### src/rtl/vit_tile_sequencer_if.sv
// Handshake bundle between the tile sequencer, its host and the three engines
// (dual BRAM reader, matmul, writeback).
interface vit_tile_sequencer_if #(
  parameter int TILE_W = 8,
  parameter int TO_W   = 16
) ();
  logic              cmd_start;
  logic [TILE_W-1:0] cfg_num_tiles;
  logic [TO_W-1:0]   cfg_timeout;
  logic              cmd_busy;
  logic              cmd_done;
  logic              cmd_error;
  logic [TILE_W-1:0] tile_idx;
  logic              ld_start;
  logic              ld_done;
  logic              mm_start;
  logic              mm_done;
  logic              wb_start;
  logic              wb_done;

  modport master (
    output cmd_start, cfg_num_tiles, cfg_timeout, ld_done, mm_done, wb_done,
    input  cmd_busy, cmd_done, cmd_error, tile_idx, ld_start, mm_start, wb_start
  );

  modport slave (
    input  cmd_start, cfg_num_tiles, cfg_timeout, ld_done, mm_done, wb_done,
    output cmd_busy, cmd_done, cmd_error, tile_idx, ld_start, mm_start, wb_start
  );
endinterface

### src/rtl/vit_tile_sequencer.sv
// Per-tile load -> matmul -> writeback sequencer with a per-wait-phase watchdog.
// All start pulses and cmd_done/cmd_error come straight from flops.
module vit_tile_sequencer #(
  parameter int TILE_W = 8,
  parameter int TO_W   = 16
) (
  input  logic                  clk,
  input  logic                  rst,
  vit_tile_sequencer_if.slave   bus
);

  typedef enum logic [3:0] {
    S_IDLE    = 4'd0,
    S_LD_REQ  = 4'd1,
    S_LD_WAIT = 4'd2,
    S_MM_REQ  = 4'd3,
    S_MM_WAIT = 4'd4,
    S_WB_REQ  = 4'd5,
    S_WB_WAIT = 4'd6,
    S_NEXT    = 4'd7,
    S_FIN     = 4'd8,
    S_ERR     = 4'd9
  } state_t;

  state_t            r_state;
  state_t            w_next;
  logic [TILE_W-1:0] r_num_tiles;
  logic [TILE_W-1:0] r_tile;
  logic [TO_W-1:0]   r_timeout;
  logic [TO_W-1:0]   r_wd;
  logic [TO_W-1:0]   w_wd_inc;
  logic              w_expire;
  logic              w_in_wait;
  logic              w_accept;
  logic              w_last;
  logic              r_ld_start;
  logic              r_mm_start;
  logic              r_wb_start;
  logic              r_cmd_done;
  logic              r_cmd_error;
  logic              w_ld_start_d;
  logic              w_mm_start_d;
  logic              w_wb_start_d;
  logic              w_cmd_done_d;
  logic              w_cmd_error_d;

  assign w_in_wait = (r_state == S_LD_WAIT) || (r_state == S_MM_WAIT) ||
                     (r_state == S_WB_WAIT);
  assign w_accept  = (r_state == S_IDLE) && bus.cmd_start;
  assign w_wd_inc  = r_wd + {{(TO_W-1){1'b0}}, 1'b1};
  // Expires on the cfg_timeout-th consecutive wait cycle; a zero timeout never expires.
  assign w_expire  = (r_timeout != {TO_W{1'b0}}) && (w_wd_inc == r_timeout);
  assign w_last    = (r_tile == (r_num_tiles - {{(TILE_W-1){1'b0}}, 1'b1}));

  always_ff @(posedge clk or posedge rst) begin
    if (rst) begin
      r_state <= S_IDLE;
    end else begin
      r_state <= w_next;
    end
  end

  always_comb begin
    w_next = r_state;
    case (r_state)
      S_IDLE: begin
        if (bus.cmd_start) begin
          w_next = (bus.cfg_num_tiles != {TILE_W{1'b0}}) ? S_LD_REQ : S_FIN;
        end else begin
          w_next = S_IDLE;
        end
      end
      S_LD_REQ:  w_next = S_LD_WAIT;
      // Done is checked before expiry so a coinciding done still advances.
      S_LD_WAIT: begin
        if (bus.ld_done)   w_next = S_MM_REQ;
        else if (w_expire) w_next = S_ERR;
        else               w_next = S_LD_WAIT;
      end
      S_MM_REQ:  w_next = S_MM_WAIT;
      S_MM_WAIT: begin
        if (bus.mm_done)   w_next = S_WB_REQ;
        else if (w_expire) w_next = S_ERR;
        else               w_next = S_MM_WAIT;
      end
      S_WB_REQ:  w_next = S_WB_WAIT;
      S_WB_WAIT: begin
        if (bus.wb_done)   w_next = S_NEXT;
        else if (w_expire) w_next = S_ERR;
        else               w_next = S_WB_WAIT;
      end
      S_NEXT:    w_next = w_last ? S_FIN : S_LD_REQ;
      S_FIN:     w_next = S_IDLE;
      S_ERR:     w_next = S_IDLE;
      default:   w_next = S_IDLE;
    endcase
  end

  // Start pulses are decoded from the next state so they line up with the REQ cycle.
  always_comb begin
    w_ld_start_d  = (w_next == S_LD_REQ);
    w_mm_start_d  = (w_next == S_MM_REQ);
    w_wb_start_d  = (w_next == S_WB_REQ);
    w_cmd_done_d  = (r_state == S_FIN);
    w_cmd_error_d = r_cmd_error;
    if (w_next == S_ERR) begin
      w_cmd_error_d = 1'b1;
    end else if (w_accept) begin
      w_cmd_error_d = 1'b0;
    end else begin
      w_cmd_error_d = r_cmd_error;
    end
  end

  always_ff @(posedge clk or posedge rst) begin
    if (rst) begin
      r_ld_start  <= 1'b0;
      r_mm_start  <= 1'b0;
      r_wb_start  <= 1'b0;
      r_cmd_done  <= 1'b0;
      r_cmd_error <= 1'b0;
    end else begin
      r_ld_start  <= w_ld_start_d;
      r_mm_start  <= w_mm_start_d;
      r_wb_start  <= w_wb_start_d;
      r_cmd_done  <= w_cmd_done_d;
      r_cmd_error <= w_cmd_error_d;
    end
  end

  // Job configuration, tile counter and watchdog.
  always_ff @(posedge clk or posedge rst) begin
    if (rst) begin
      r_num_tiles <= {TILE_W{1'b0}};
      r_timeout   <= {TO_W{1'b0}};
      r_tile      <= {TILE_W{1'b0}};
      r_wd        <= {TO_W{1'b0}};
    end else begin
      if (w_accept) begin
        r_num_tiles <= bus.cfg_num_tiles;
        r_timeout   <= bus.cfg_timeout;
        r_tile      <= {TILE_W{1'b0}};
      end else if ((r_state == S_NEXT) && !w_last) begin
        r_tile <= r_tile + {{(TILE_W-1){1'b0}}, 1'b1};
      end else begin
        r_tile <= r_tile;
      end
      r_wd <= w_in_wait ? w_wd_inc : {TO_W{1'b0}};
    end
  end

  assign bus.cmd_busy  = (r_state != S_IDLE);
  assign bus.cmd_done  = r_cmd_done;
  assign bus.cmd_error = r_cmd_error;
  assign bus.tile_idx  = r_tile;
  assign bus.ld_start  = r_ld_start;
  assign bus.mm_start  = r_mm_start;
  assign bus.wb_start  = r_wb_start;

endmodule

### src/flat_wrapper.sv
// flat-port wrapper written by rule: the top's interface ports become plain ports
module vit_tile_sequencer_flat 
#(
  parameter int TILE_W = 8,
  parameter int TO_W   = 16
)
  (clk, rst, bus_cmd_start, bus_cfg_num_tiles, bus_cfg_timeout, bus_ld_done, bus_mm_done, bus_wb_done, bus_cmd_busy, bus_cmd_done, bus_cmd_error, bus_tile_idx, bus_ld_start, bus_mm_start, bus_wb_start);
  vit_tile_sequencer_if #(.TILE_W(TILE_W), .TO_W(TO_W)) bus_i ();
  input  logic clk;
  input  logic rst;
  input wire logic [$bits(bus_i.cmd_start)-1:0] bus_cmd_start;
  input wire logic [$bits(bus_i.cfg_num_tiles)-1:0] bus_cfg_num_tiles;
  input wire logic [$bits(bus_i.cfg_timeout)-1:0] bus_cfg_timeout;
  input wire logic [$bits(bus_i.ld_done)-1:0] bus_ld_done;
  input wire logic [$bits(bus_i.mm_done)-1:0] bus_mm_done;
  input wire logic [$bits(bus_i.wb_done)-1:0] bus_wb_done;
  output wire logic [$bits(bus_i.cmd_busy)-1:0] bus_cmd_busy;
  output wire logic [$bits(bus_i.cmd_done)-1:0] bus_cmd_done;
  output wire logic [$bits(bus_i.cmd_error)-1:0] bus_cmd_error;
  output wire logic [$bits(bus_i.tile_idx)-1:0] bus_tile_idx;
  output wire logic [$bits(bus_i.ld_start)-1:0] bus_ld_start;
  output wire logic [$bits(bus_i.mm_start)-1:0] bus_mm_start;
  output wire logic [$bits(bus_i.wb_start)-1:0] bus_wb_start;
  assign bus_i.cmd_start = bus_cmd_start;
  assign bus_i.cfg_num_tiles = bus_cfg_num_tiles;
  assign bus_i.cfg_timeout = bus_cfg_timeout;
  assign bus_i.ld_done = bus_ld_done;
  assign bus_i.mm_done = bus_mm_done;
  assign bus_i.wb_done = bus_wb_done;
  assign bus_cmd_busy = bus_i.cmd_busy;
  assign bus_cmd_done = bus_i.cmd_done;
  assign bus_cmd_error = bus_i.cmd_error;
  assign bus_tile_idx = bus_i.tile_idx;
  assign bus_ld_start = bus_i.ld_start;
  assign bus_mm_start = bus_i.mm_start;
  assign bus_wb_start = bus_i.wb_start;
  vit_tile_sequencer #(.TILE_W(TILE_W), .TO_W(TO_W)) u_core (.clk(clk), .rst(rst), .bus(bus_i));
endmodule
### config.mk
export PLATFORM = sky130hd
export DESIGN_NAME = vit_tile_sequencer_flat
export DESIGN_NICKNAME = d
export VERILOG_FILES = /design/src/rtl/vit_tile_sequencer_if.sv /design/src/rtl/vit_tile_sequencer.sv /design/src/flat_wrapper.sv
export SDC_FILE = /design/constraint.sdc
export NUM_CORES = 1
export LEC_CHECK = 0
export ABC_AREA = 1
export BUFFER_PORTS_ARGS = -buffer_cell sky130_fd_sc_hd__buf_2
export CORE_UTILIZATION = 40
export CTS_CLUSTER_DIAMETER = 200
export DETAILED_ROUTE_END_ITERATION = 8
export GPL_TIMING_DRIVEN = 0
export PLACE_DENSITY_LB_ADDON = 0.2
export RECOVER_POWER = 100
export SLEW_MARGIN = 20
export SYNTH_ARGS = -nofsm -noshare
export SYNTH_HDL_FRONTEND = slang
export SYNTH_SLANG_ARGS = --single-unit
### constraint.sdc
create_clock -name clk -period 2.44 [get_ports clk]
set_input_delay 0.366 -clock clk [delete_from_list [all_inputs] [get_ports clk]]
set_output_delay 0.366 -clock clk [all_outputs]
set_load 0.01 [all_outputs]
---- Word level (Yosys, flattened, before mapping) ----
Index checks and enable logic that the tools add are counted.
cells by class
  add/sub/neg operators ................... 3
  mux-type cells .......................... 15
  reduce and logical (&&, ||, !) cells .... 12
  equality and inequality tests ........... 14
operator list
  kind                                              number
  2-to-1 mux 4 bit                                  9
  one-hot mux 4 bit (8 select lines)                1
  == test 4 x 3 -> 1 bit, second input constant     5
  adder 16 x 1 -> 16 bit, second input constant     1
  == test 16 bit                                    1
  2-to-1 mux 16 bit                                 1
  2-to-1 mux 8 bit                                  2
  nonzero test 16 bit                               1
  == test 4 x 2 -> 1 bit, second input constant     3
  adder 8 x 1 -> 8 bit, second input constant       1
  == test 4 x 1 -> 1 bit, second input constant     2
  == test 4 bit, second input constant              2
  == test 8 bit                                     1
  nonzero test 8 bit                                1
  subtractor 8 x 1 -> 8 bit, second input constant  1
  zero test 4 bit                                   1
  nonzero test 2 bit                                2
  nonzero test 4 bit                                1
  logical AND 1 bit                                 3
  logical OR 1 bit                                  2
  2-to-1 mux 1 bit                                  2
  zero test 1 bit                                   1
storage, ports and cells
  input bits .............................. 30
  word-level logic and storage cells ...... 54
  output and inout port bits .............. 14
  bits in registers ....................... 57

---- Longest topological paths before layout ----
  word-level depth ........................ 8
  gate-level depth with buffers ........... 19

---- Worst setup path after synthesis ----
No wires, ideal clock.
  path kind ............................... flip-flop to flip-flop
  start ................................... register u_core.r_wd[0]
  end ..................................... register u_core.r_mm_start, in the netlist u_core.bus.mm_start
  cell stages (with the launch flop) ...... 19
  data arrival time ....................... 1.961 ns
  buffers on the path ..................... 1
  data required time ...................... 2.326 ns
  slack ................................... 0.365 ns
  cells stage by stage .................... dfrtp_1 ha_1 nand2_2 nor2_4 buf_6 nand2_1 nand2_1 nand3_2 nand2_1 nor2_1 nand3_1 nor2_4 nand4_2 nand2_1 nand2_2 nor2_4 inv_1 nand2_1 nor2_1
on the way
  word-level cells in the longest chain between the ends .. 7
RTL lines
  what                                  line                                                RTL
  start: declaration                    vit_tile_sequencer.sv:30                            logic [TO_W-1:0] r_wd;
  start signal: assignment              vit_tile_sequencer.sv:137                           r_wd <= {TO_W{1'b0}};
  start signal: assignment              vit_tile_sequencer.sv:148                           r_wd <= w_in_wait ? w_wd_inc : {TO_W{1'b0}};
  adder 16 x 1 -> 16 bit *              vit_tile_sequencer.sv:50                            assign w_wd_inc = r_wd + {{(TO_W-1){1'b0}}, 1'b1};
  == test 16 bit *                      vit_tile_sequencer.sv:52                            assign w_expire = (r_timeout != {TO_W{1'b0}}) && (w_wd_inc == r_timeout);
  logical AND 1 bit *                   vit_tile_sequencer.sv:52
  2-to-1 mux 4 bit (on tied branches)   vit_tile_sequencer.sv:89, vit_tile_sequencer.sv:77
  2-to-1 mux 4 bit (on tied branches)   vit_tile_sequencer.sv:88, vit_tile_sequencer.sv:76
  one-hot mux 4 bit (8 select lines) *  vit_tile_sequencer.sv:65                            case (r_state)
  net u_core.w_next[1]                  vit_tile_sequencer.sv:26                            state_t w_next;
  == test 4 x 2 -> 1 bit *              vit_tile_sequencer.sv:102                           w_mm_start_d = (w_next == S_MM_REQ);
  net u_core.w_mm_start_d               vit_tile_sequencer.sv:42                            logic w_mm_start_d;
  end signal: assignment                vit_tile_sequencer.sv:124                           r_mm_start <= w_mm_start_d;
  end: declaration                      vit_tile_sequencer.sv:37                            logic r_mm_start;
Mark *: on every way through the listed nets, which the timed path passes. The rest lies on a longest branch.
A chain may end at the register's enable or synchronous reset.

---- Worst setup path after layout ----
  start ................................... register u_core.r_wd[1]
  end ..................................... register u_core.r_mm_start, in the netlist u_core.bus.mm_start
on the way
  word-level cells in the longest chain between the ends .. 7
RTL lines
  what                                  line
  adder 16 x 1 -> 16 bit *              vit_tile_sequencer.sv:50
  == test 16 bit *                      vit_tile_sequencer.sv:52
  logical AND 1 bit *                   vit_tile_sequencer.sv:52
  2-to-1 mux 4 bit (on tied branches)   vit_tile_sequencer.sv:89, vit_tile_sequencer.sv:77, vit_tile_sequencer.sv:83
  2-to-1 mux 4 bit (on tied branches)   vit_tile_sequencer.sv:88, vit_tile_sequencer.sv:76, vit_tile_sequencer.sv:82
  one-hot mux 4 bit (8 select lines) *  vit_tile_sequencer.sv:65
  net u_core.w_next[0]                  vit_tile_sequencer.sv:26
  == test 4 x 2 -> 1 bit *              vit_tile_sequencer.sv:102
  net u_core.w_mm_start_d               vit_tile_sequencer.sv:42
Marked as above.

==> impl_metrics.csv <==
group,metric,value,unit
synth,ys_ff_latch,57,
synth,ys_seq_area_share,39.9,%
timing,slew_headroom,19.5,%
floorplan,die-area,9310,um2
clock_tree,cts_buffers,9,
global_route,gr-usage-met2,38.6,%
critical_path,reg2reg_slack,0.09,ns
global_route,grt_max_degree,34,
hold_path,hold_class,"in2reg",
clock_tree,cts_buffer_depth,2,
global_route,grt.overflow.total,0,
global_route,grt_pass1_wl,15500,um
floorplan,io_pins,44,
critical_path,crit_path_max_fanout,5,
routing,vias_per_cell,5.01,
critical_path,worstSetupStartpointType,"register",
timing,setup-tns-final,0,ns
critical_path,cp-end-kind,"register",
routing,wire_per_inst,13.5,um
global_route,grt_pass1_vias,3390,
critical_path,rr_worst_depth,18,
timing,skew,0.00518,ns
timing,fmax,426,MHz
timing,whs,0.212,ns
timing,setup_ws,0.0929,ns
critical_path,criticalPathCategory,"reg2reg",
timing,setup_viol_count_final,0,
critical_path,crit_end,"u_core.bus.mm_start",
synth,synth_cell_type_count,27,
synth,netlist_top_cells_count,"nand2_1, inv_1, dfrtp_1",
floorplan,die_h,96.5,um
global_route,grt_busiest_layer,"met2",
synth,synth_top_flop_cell,"dfrtp_1",
routing,routed_wl,9170,um
run_status,status,"completed",
routing,postRouteAntennaNets,0,
critical_path,worst_ep_arrival_time,2.62,ns
clock_tree,cts.clk_slew.worst_paths,0.07,ns
floorplan,core_area,8680,um2
placement,post_dp_cell_area,3940,um2
synth,synth_nets,538,
synth,avgSynthCellArea,7.07,um2
synth,synth.top_cell.area_share,39.9,%
layout,layout-drive-gt1-share,18.5,%
timing,rsz0062_at_grt,"yes",
floorplan,initial_core_util,41.1,%
placement,gp_congestion,0.883,
routing,dr.pass1.iters,4,
layout,diodes,0,
synth,synth_area_leaders,"dfrtp_1, nand2_1, nand3_1",
clock_tree,clk_latency,0.34,ns
placement,io_buffers,43,
layout,fin_nets,598,
synth,synth.largest_area_cell,"dfrtp_1",
timing,report.final.slew_viol_count,0,
timing,worst_pin_slew,1.20,ns
critical_path,cp.required,2.72,ns
pwr,p_per_area,983,nW/um2
global_route,antenna_found_initial,0,
floorplan,die_x,96.5,um
timing,fin_crit,2.35,ns
routing,route.vias.total,3390,
global_route,track_usage,22.2,%
placement,pre_cts_ws,0.00406,ns
placement,hpwl,6940,um
critical_path,reg2reg_to,"u_core.bus.mm_start",
synth,async_flop_share,100,%
routing,drcViolationCount,0,
clock_tree,clock_sinks,57,
run,maxCapViolCount,0,
pwr,p_leak,2.06,nW
layout,area_growth_syn_to_layout,19.1,%
synth,synth_most_common_cell,"nand2_1",
clock_tree,cts_root_buffer,"clkbuf_8",
synth,yosys_warnings,0,
clock_tree,htree_num_levels,3,
pwr,vdd_ir_drop_max,0.499,mV
synth,syn_area,3570,um2
floorplan,rows,34,
synth,synthCells,505,
critical_path,timing.rr.start,"u_core.r_wd[1]",
routing,drtIter0Drc,107,
global_route,grt_util_met3,4.54,%
layout,fin_util,49.0,%
layout,final_area,4250,um2
timing,finalHoldViolations,0,
critical_path,crit_start,"u_core.r_wd[1]",
synth,synth-edff-count,0,
global_route,use_met1,25.8,%
clock_tree,cts_tree,"yes",
timing,fin_crit_sh,96.2,%
-- repair_timing --
| action | in CTS | in global routing |
|---|---|---|
| endpoints found under the setup margin | 1 | 6 |
| gates resized for setup | 1 | 31 |
| buffers inserted | 0 | 3 |
| pin swaps | 0 | 17 |
| cloned | 0 | 1 |
| endpoints found under the hold margin | 9 | 0 |
| hold buffers | 1 | 0 |
-- cells by family (layout without fill, tap and decap cells) --
family	after synthesis	after routing	synth area share, %
buffers and inverters	76	140	8.20
AOI/OAI and AO/OA	41	41	5.85
adders and majority gates	3	3	1.05
DFF	57	57	39.9
xor gates and xnor gates	16	16	4.31
and+or+nand+nor	312	312	40.6
-- registers in the layout, indices dropped and copies added (netlist names) --
| signal | count |
|---|---|
| u_core.r_wd | 16 |
| u_core.r_state | 4 |
| u_core.bus.mm_start | 1 |
| u_core.bus.ld_start | 1 |
| u_core.r_num_tiles | 8 |
| u_core.r_timeout | 16 |
| u_core.bus.cmd_error | 1 |
| u_core.bus.wb_start | 1 |
| u_core.bus.tile_idx | 8 |
| u_core.bus.cmd_done | 1 |
-- placed cells by master, fill, tap and decap left out, types with 12 or more instances in the layout --
cell type    n
nor2_1      47
clkbuf_1    20
nand2_2     13
o21ai_0     26
buf_2       29
nand3_1     52
a21oi_1     12
dfrtp_1     55
inv_1       61
nand2_1    143
-- critical path: stages (launching register included) --
cell and delay, ns:
dfrtp_1 0.44, ha_4 0.19, nand2_4 0.06, nor2_4 0.17, buf_6 0.15, nand3_1 0.09, nand3_2 0.10, nand2_1 0.06
nor2_1 0.10, nand2_1 0.10, nor2_4 0.18, nand3_4 0.11, nand2_1 0.07, nand2_1 0.06, nand2_1 0.10, inv_1 0.05
nand2_2 0.09, nand2_1 0.06, nor2_1 0.11
-- worst min-delay path by stage --
stage	startpoint	end	cells past startpoint
2_1_floorplan	u_core.r_state[2]	u_core.bus.cmd_done	1
3_3_place_gp	u_core.r_state[2]	u_core.bus.cmd_done	1
3_5_place_dp	rst	u_core.r_state[3]	2
4_1_cts	bus_cfg_timeout[0]	u_core.r_timeout[0]	3
5_1_grt	bus_cfg_timeout[0]	u_core.r_timeout[0]	3
6_report	bus_cfg_timeout[0]	u_core.r_timeout[0]	3
-- per-stage QoR --
step           cells  power [W]
2_1_floorplan    505    0.00275
3_3_place_gp     656    0.00323
3_5_place_dp     657    0.00328
4_1_cts          673    0.00408
5_1_grt          677    0.00455
6_report         677    0.00418
-- final cells by class --
class,count,area (um2)
Multi-Input combinational cell,372,1960
Clock inverter,5,32.5
Tap cell,108,135
Inverter,69,260
Sequential cell,57,1430
Timing Repair Buffer,49,262
Clock buffer,10,138
Fill cell,891,4430
Buffer,7,33.8
-- per-layer routing --
| layer | up-vias | routed length [um] |
|---|---|---|
| met4 | 0 | 242 |
| met5 | - | 0 |
| met2 | 77 | 4600 |
| met1 | 1565 | 4040 |
| met3 | 23 | 277 |
| li1 | 1725 | - |
-- power breakdown --
group	internal, W	switching, W	total (W)
clock network	0.000386	0.000402	0.000788
logic	0.000665	0.00124	0.00191
registers	0.00123	0.000258	0.00149
No activity file was read; power rests on OpenSTA's default activity.
